$ cat src/rtl/tt_waves_pkg.sv
// Shared widths, wave select codes and LFSR constants for the waveform generator.
package tt_waves_pkg;

    localparam int unsigned CntW    = 5;
    localparam int unsigned PhaseW  = 8;
    localparam int unsigned SampleW = 8;
    localparam int unsigned LfsrW   = 16;

    typedef enum logic [2:0] {
        WaveSquare = 3'b000,
        WaveSaw    = 3'b001,
        WaveTri    = 3'b010,
        WaveSine   = 3'b011,
        WaveRsaw   = 3'b100,
        WaveNoise  = 3'b101,
        WaveRsvd6  = 3'b110,
        WaveRsvd7  = 3'b111
    } wave_sel_e;

    localparam logic [LfsrW-1:0]   LfsrSeed  = 16'hACE1;
    // Taps 16,14,13,11 in right-shifting form map to bits 0,2,3,5.
    localparam logic [LfsrW-1:0]   LfsrTaps  = 16'h002D;
    localparam logic [SampleW-1:0] MidScale  = 8'h80;

    // One Fibonacci step: feedback enters at the MSB, register shifts right.
    function automatic logic [LfsrW-1:0] lfsr_next(input logic [LfsrW-1:0] state);
        logic fb;
        fb = ^(state & LfsrTaps);
        return {fb, state[LfsrW-1:1]};
    endfunction

endpackage

$ cat src/rtl/wave_sine_lut.sv
// Quarter-wave sine table with quadrant folding; purely combinational.
module wave_sine_lut
    import tt_waves_pkg::*;
(
    input  logic [PhaseW-1:0]  phase,
    output logic [SampleW-1:0] sample
);

    logic [5:0] idx;
    logic [6:0] q;

    // Quarter-wave table: round(127*sin(2*pi*(k+0.5)/256)).
    function automatic logic [6:0] quarter(input logic [5:0] k);
        logic [6:0] v;
        unique case (k)
            6'd0:  v = 7'd2;    6'd1:  v = 7'd5;    6'd2:  v = 7'd8;    6'd3:  v = 7'd11;
            6'd4:  v = 7'd14;   6'd5:  v = 7'd17;   6'd6:  v = 7'd20;   6'd7:  v = 7'd23;
            6'd8:  v = 7'd26;   6'd9:  v = 7'd29;   6'd10: v = 7'd32;   6'd11: v = 7'd35;
            6'd12: v = 7'd38;   6'd13: v = 7'd41;   6'd14: v = 7'd44;   6'd15: v = 7'd47;
            6'd16: v = 7'd50;   6'd17: v = 7'd53;   6'd18: v = 7'd56;   6'd19: v = 7'd58;
            6'd20: v = 7'd61;   6'd21: v = 7'd64;   6'd22: v = 7'd67;   6'd23: v = 7'd69;
            6'd24: v = 7'd72;   6'd25: v = 7'd74;   6'd26: v = 7'd77;   6'd27: v = 7'd79;
            6'd28: v = 7'd82;   6'd29: v = 7'd84;   6'd30: v = 7'd86;   6'd31: v = 7'd89;
            6'd32: v = 7'd91;   6'd33: v = 7'd93;   6'd34: v = 7'd95;   6'd35: v = 7'd97;
            6'd36: v = 7'd99;   6'd37: v = 7'd101;  6'd38: v = 7'd103;  6'd39: v = 7'd105;
            6'd40: v = 7'd106;  6'd41: v = 7'd108;  6'd42: v = 7'd110;  6'd43: v = 7'd111;
            6'd44: v = 7'd113;  6'd45: v = 7'd114;  6'd46: v = 7'd115;  6'd47: v = 7'd117;
            6'd48: v = 7'd118;  6'd49: v = 7'd119;  6'd50: v = 7'd120;  6'd51: v = 7'd121;
            6'd52: v = 7'd122;  6'd53: v = 7'd123;  6'd54: v = 7'd124;  6'd55: v = 7'd124;
            6'd56: v = 7'd125;  6'd57: v = 7'd125;  6'd58: v = 7'd126;  6'd59: v = 7'd126;
            6'd60: v = 7'd127;  6'd61: v = 7'd127;  6'd62: v = 7'd127;  6'd63: v = 7'd127;
        endcase
        return v;
    endfunction

    // Odd quadrants read the table backwards (63-i == ~i); upper half mirrors below midscale.
    always_comb begin
        idx    = phase[6] ? ~phase[5:0] : phase[5:0];
        q      = quarter(idx);
        sample = phase[7] ? (8'd127 - {1'b0, q}) : (8'd128 + {1'b0, q});
    end

endmodule

$ cat src/rtl/tt_um_waves.sv
// Waveform generator: prescaled phase accumulator feeding a registered wave-shape mux.
module tt_um_waves
    import tt_waves_pkg::*;
(
    input  logic       clk,
    input  logic       rst_n,
    input  logic       ena,
    input  logic [7:0] ui_in,
    input  logic [7:0] uio_in,
    output logic [7:0] uo_out,
    output logic [7:0] uio_out,
    output logic [7:0] uio_oe
);

    logic [CntW-1:0]    cnt_q, cnt_d;
    logic [PhaseW-1:0]  phase_q, phase_d;
    logic [LfsrW-1:0]   lfsr_q, lfsr_d;
    logic [SampleW-1:0] sample_q, sample_d;
    logic [CntW-1:0]    div;
    logic               tick;
    wave_sel_e          sel;
    logic [SampleW-1:0] sine_sample;
    logic               unused_uio;

    assign div        = ui_in[7:3];
    assign sel        = wave_sel_e'(ui_in[2:0]);
    assign unused_uio = ^uio_in;

    wave_sine_lut u_sine (
        .phase  (phase_q),
        .sample (sine_sample)
    );

    // Prescaler and phase/LFSR advance; >= lets a lowered DIV force an immediate tick.
    always_comb begin
        tick    = (cnt_q >= div);
        cnt_d   = tick ? '0 : cnt_q + 5'd1;
        phase_d = tick ? phase_q + 8'd1 : phase_q;
        lfsr_d  = tick ? lfsr_next(lfsr_q) : lfsr_q;
    end

    // Wave shape from the pre-edge phase and LFSR.
    always_comb begin
        sample_d = MidScale;
        unique case (sel)
            WaveSquare: sample_d = phase_q[7] ? 8'hFF : 8'h00;
            WaveSaw:    sample_d = phase_q;
            WaveTri:    sample_d = phase_q[7] ? ~{phase_q[6:0], 1'b0} : {phase_q[6:0], 1'b0};
            WaveSine:   sample_d = sine_sample;
            WaveRsaw:   sample_d = ~phase_q;
            WaveNoise:  sample_d = lfsr_q[7:0];
            WaveRsvd6:  sample_d = MidScale;
            WaveRsvd7:  sample_d = MidScale;
        endcase
    end

    // All state advances only while enabled; reset is asynchronous.
    always_ff @(posedge clk or negedge rst_n) begin
        if (!rst_n) begin
            cnt_q    <= '0;
            phase_q  <= '0;
            lfsr_q   <= LfsrSeed;
            sample_q <= '0;
        end else if (ena) begin
            cnt_q    <= cnt_d;
            phase_q  <= phase_d;
            lfsr_q   <= lfsr_d;
            sample_q <= sample_d;
        end
    end

    // Outputs: registered sample, live phase, pads always driven.
    always_comb begin
        uo_out  = sample_q;
        uio_out = phase_q;
        uio_oe  = 8'hFF;
    end

endmodule

$ cat config.mk
export PLATFORM = sky130hd
export DESIGN_NAME = tt_um_waves
export DESIGN_NICKNAME = d
export VERILOG_FILES = /design/src/rtl/tt_waves_pkg.sv /design/src/rtl/wave_sine_lut.sv /design/src/rtl/tt_um_waves.sv
export SDC_FILE = /design/constraint.sdc
export NUM_CORES = 1
export LEC_CHECK = 0
export CELL_PAD_IN_SITES_DETAIL_PLACEMENT = 1
export CELL_PAD_IN_SITES_GLOBAL_PLACEMENT = 1
export CORE_UTILIZATION = 42
export DETAILED_ROUTE_END_ITERATION = 10
export PLACE_DENSITY_LB_ADDON = 0.1
export SLEW_MARGIN = 5
export SYNTH_ARGS = -nofsm -noshare
export SYNTH_HDL_FRONTEND = slang
export SYNTH_SLANG_ARGS = --single-unit
$ cat constraint.sdc
create_clock -name clk -period 2.7 [get_ports clk]
set_clock_uncertainty 0.15 [all_clocks]
set_input_delay 0.54 -clock clk [delete_from_list [all_inputs] [get_ports clk]]
set_output_delay 0.54 -clock clk [all_outputs]
set_load 0.02 [all_outputs]
==> results of run 1 <==
[cell families (layout without fill, tap and decap cells)]
kind of cell,count (synthesis),after routing,share of synthesized area (%)
AOI/OAI and AO/OA,118,118,24.9
xor gates and xnor gates,19,19,5.01
adders and majority gates,9,9,3.39
buffers and inverters,65,96,10.1
DFF,37,37,28.2
muxes,24,24,7.95
other,1,8,0.113
and+or+nand+nor,129,129,20.4
[through the flow]
stage	hold slack, ns	power, uW	instance area, sq um	setup TNS, ns	util [%]
4_1_cts	0.215	3500	3940	0	51.2
3_3_place_gp	0.320	3010	3850	-1.89	50.0
3_5_place_dp	0.331	3080	3850	-2.78	50.0
2_1_floorplan	0.0944	2360	3350	0	-
5_1_grt	0.249	3760	3940	0	51.2
6_report	0.191	3500	3940	0	51.2
[critical path, cell delays in order]
cell and delay, ns:
clkdlybuf4s50_1 0.40, ha_1 0.28, nand2b_1 0.15, a21o_1 0.18, a21o_1 0.20, a311o_1 0.52
nand4_1 0.20, xnor2_1 0.14
[worst paths after layout]
check / start / endpoint / slack, ns / cells after the start
max: ui_in[3] / uio_out[3] / 0.16 / 8
min: rst_n / lfsr_q[14] / 0.19 / 1
max reg2reg: uio_out[2] / uo_out[4] / 0.23 / 8
min reg2reg: lfsr_q[15] / lfsr_q[15] / 0.34 / 2
max in group asynchronous: rst_n / lfsr_q[4] / 1.69 / 1
min in group clk: lfsr_q[15] / lfsr_q[15] / 0.34 / 2
[power by group through the flow]
stage | combinational, uW | clock (uW) | sequential, uW
CTS | 2190 | 420 | 894
floorplan | 1490 | 0 | 869
finish | 2200 | 404 | 893
global placement | 2120 | 0 | 894
global route | 2400 | 441 | 924
detailed placement | 2170 | 0 | 903
[Yosys cell counts, types with 6 or more instances]
library cell / instances
a21o_1: 6
a21oi_1: 22
buf_2: 19
buf_4: 12
clkbuf_1: 13
dfrtp_1: 29
dfstp_2: 8
ha_1: 9
inv_1: 14
mux2_2: 18
nand2_1: 21
nand2b_1: 9
nand3_1: 21
nor2_1: 23
nor2b_1: 9
nor3_1: 15
o21ai_0: 22
o22ai_1: 7
xnor2_1: 11
xor2_1: 8
[metal layers]
layer | vias to the layer above | global-route usage (%) | share of wire (%)
li1 | 1531 | - | -
met1 | 1606 | 34.6 | 46
met2 | 85 | 42.1 | 48
met3 | 14 | 3.18 | 4.5
met4 | 0 | 7.28 | 1.4
met5 | - | 0 | 0
[cell type report]
type	count	area share, %
repair buffers	71	16.3
well taps	102	3.24
clock buffers	5	1.75
clock inverters	3	0.540
inverters	17	1.62
flip-flops and latches	37	23.8
multi-input cells	307	52.7
[sequential cells by signal, summed over array words and instances, names as in the netlist]
register / count
uio_out: 8
lfsr_q: 16
uo_out: 8
cnt_q: 5
==> run metrics, run 1 <==
fin cells=542; io pins=43; Multi-input gate area=2080 sq um; Synth area leaders=dfrtp_1, dfstp_2, mux2_2; Final Cycle Share=94.0%; Critical Path End Type=flop; Global Route Usage Sum=25.4%; 1st-iter DRT viols=160; HP Class=input port to async pin; vias=3,236; drt drc=0; Synth cell types=65; Int Power=1850 uW; TritonCTS clock tree=built; Least-Margin Pin Slew=0.831 ns; kind of critical path=input port to flop; remaining antenna violation count=0; vias in the first global route=3,299; Initial Utilization=43.2%; crit path time final=2.54 ns; # rows=32; layout cells sized above 1=19.3%; Clock Tree Root=clkbuf_8; Hold Buf Count CTS=0; chip width=90.9 microns; arrival time at the worst endpoint=2.61 ns; synth warn=0; count of final setup violators=0; I/O Buffers=26; worst-skew pair later-pin latency=0.30 ns; Startpoint Class=input port; CORE AREA=7690 sq um; Logic pwr share=62.9%; initial antenna violation count=0; first-pass GRT wire length=16,800 microns; Sink Count=37; NetSw=1650 uW; leak pwr=0.00161 uW; Worst VDD drop=0.654 mV; Synth-to-Final Area Change=18.5%; post-CTS setup buffers=0; Sw Ratio=47.2%; Clock Path Buffers=2; Post-Place Worst Slack=-0.153 ns; Fillers=937; placed cells=534; clk slew on worst S/H paths=0.09 ns; Die Area=8270 sq um; final setup margin=0.162 ns; main flop type after synthesis=dfrtp_1; Final Hold Vio Count=0; Post-synth EDFFs=0; DRT Pass-1 Iters=5; Slew HR=44.6%; Critical Path RT=2.77 ns; commonest non-fill, non-tap cell in the layout=buf_4; post-synthesis register bit count=37; Via density=5.97; asr flop ratio synth=100%; clock buffer count from CTS=5; nets=467; post_cts resized=0; DP HPWL=7290 microns; top cell type by total area after synthesis=dfrtp_1; Routability Congestion=0.885; RSZ-0062 raised after global routing=false; post-synthesis sequential area ratio=28.2%; outcome=finished clean; n_diodes=0; Mapped Area=3320 sq um; most frequent cells in the layout=buf_4, dfrtp_1, clkdlybuf4s50_1, nor2_1; Achievable Freq=0.394 GHz; final WL=9980 microns; flip-flop and latch area=936 sq um; count of pins over their slew limit=0; Synth Instances=402; crit path max fanout=9; Flop pwr share=25.5%; total global routing overflow=0; H-tree levels=2; DR WL/cell=18.4 microns; max_cap viols=0; die height=90.9 microns; Syn Area/Cell=8.26 sq um; largest net degree at the start of global routing=38; Synth top area share=21.8%; Power Density=889 nW/um^2; clock power share=11.6%
Note: power is estimated with default switching activity, not from simulation.
==> inputs of run 2 (changes only) <==
--- a/config.mk
+++ b/config.mk
@@ -9,6 +9,7 @@
 export CELL_PAD_IN_SITES_GLOBAL_PLACEMENT = 1
 export CORE_UTILIZATION = 42
 export DETAILED_ROUTE_END_ITERATION = 10
+export GPL_ROUTABILITY_DRIVEN = 0
 export PLACE_DENSITY_LB_ADDON = 0.1
 export SLEW_MARGIN = 5
 export SYNTH_ARGS = -nofsm -noshare
==> results of run 2 <==
No change in the layout: final DEF, timing and power equal those of run 1.
==> inputs of run 3 (changes only) <==
--- a/config.mk
+++ b/config.mk
@@ -5,6 +5,7 @@
 export SDC_FILE = /design/constraint.sdc
 export NUM_CORES = 1
 export LEC_CHECK = 0
+export ABC_CLOCK_PERIOD_IN_PS = 2700
 export CELL_PAD_IN_SITES_DETAIL_PLACEMENT = 1
 export CELL_PAD_IN_SITES_GLOBAL_PLACEMENT = 1
 export CORE_UTILIZATION = 42
==> results of run 3 <==
No change in the layout: final DEF, timing and power equal those of run 1.
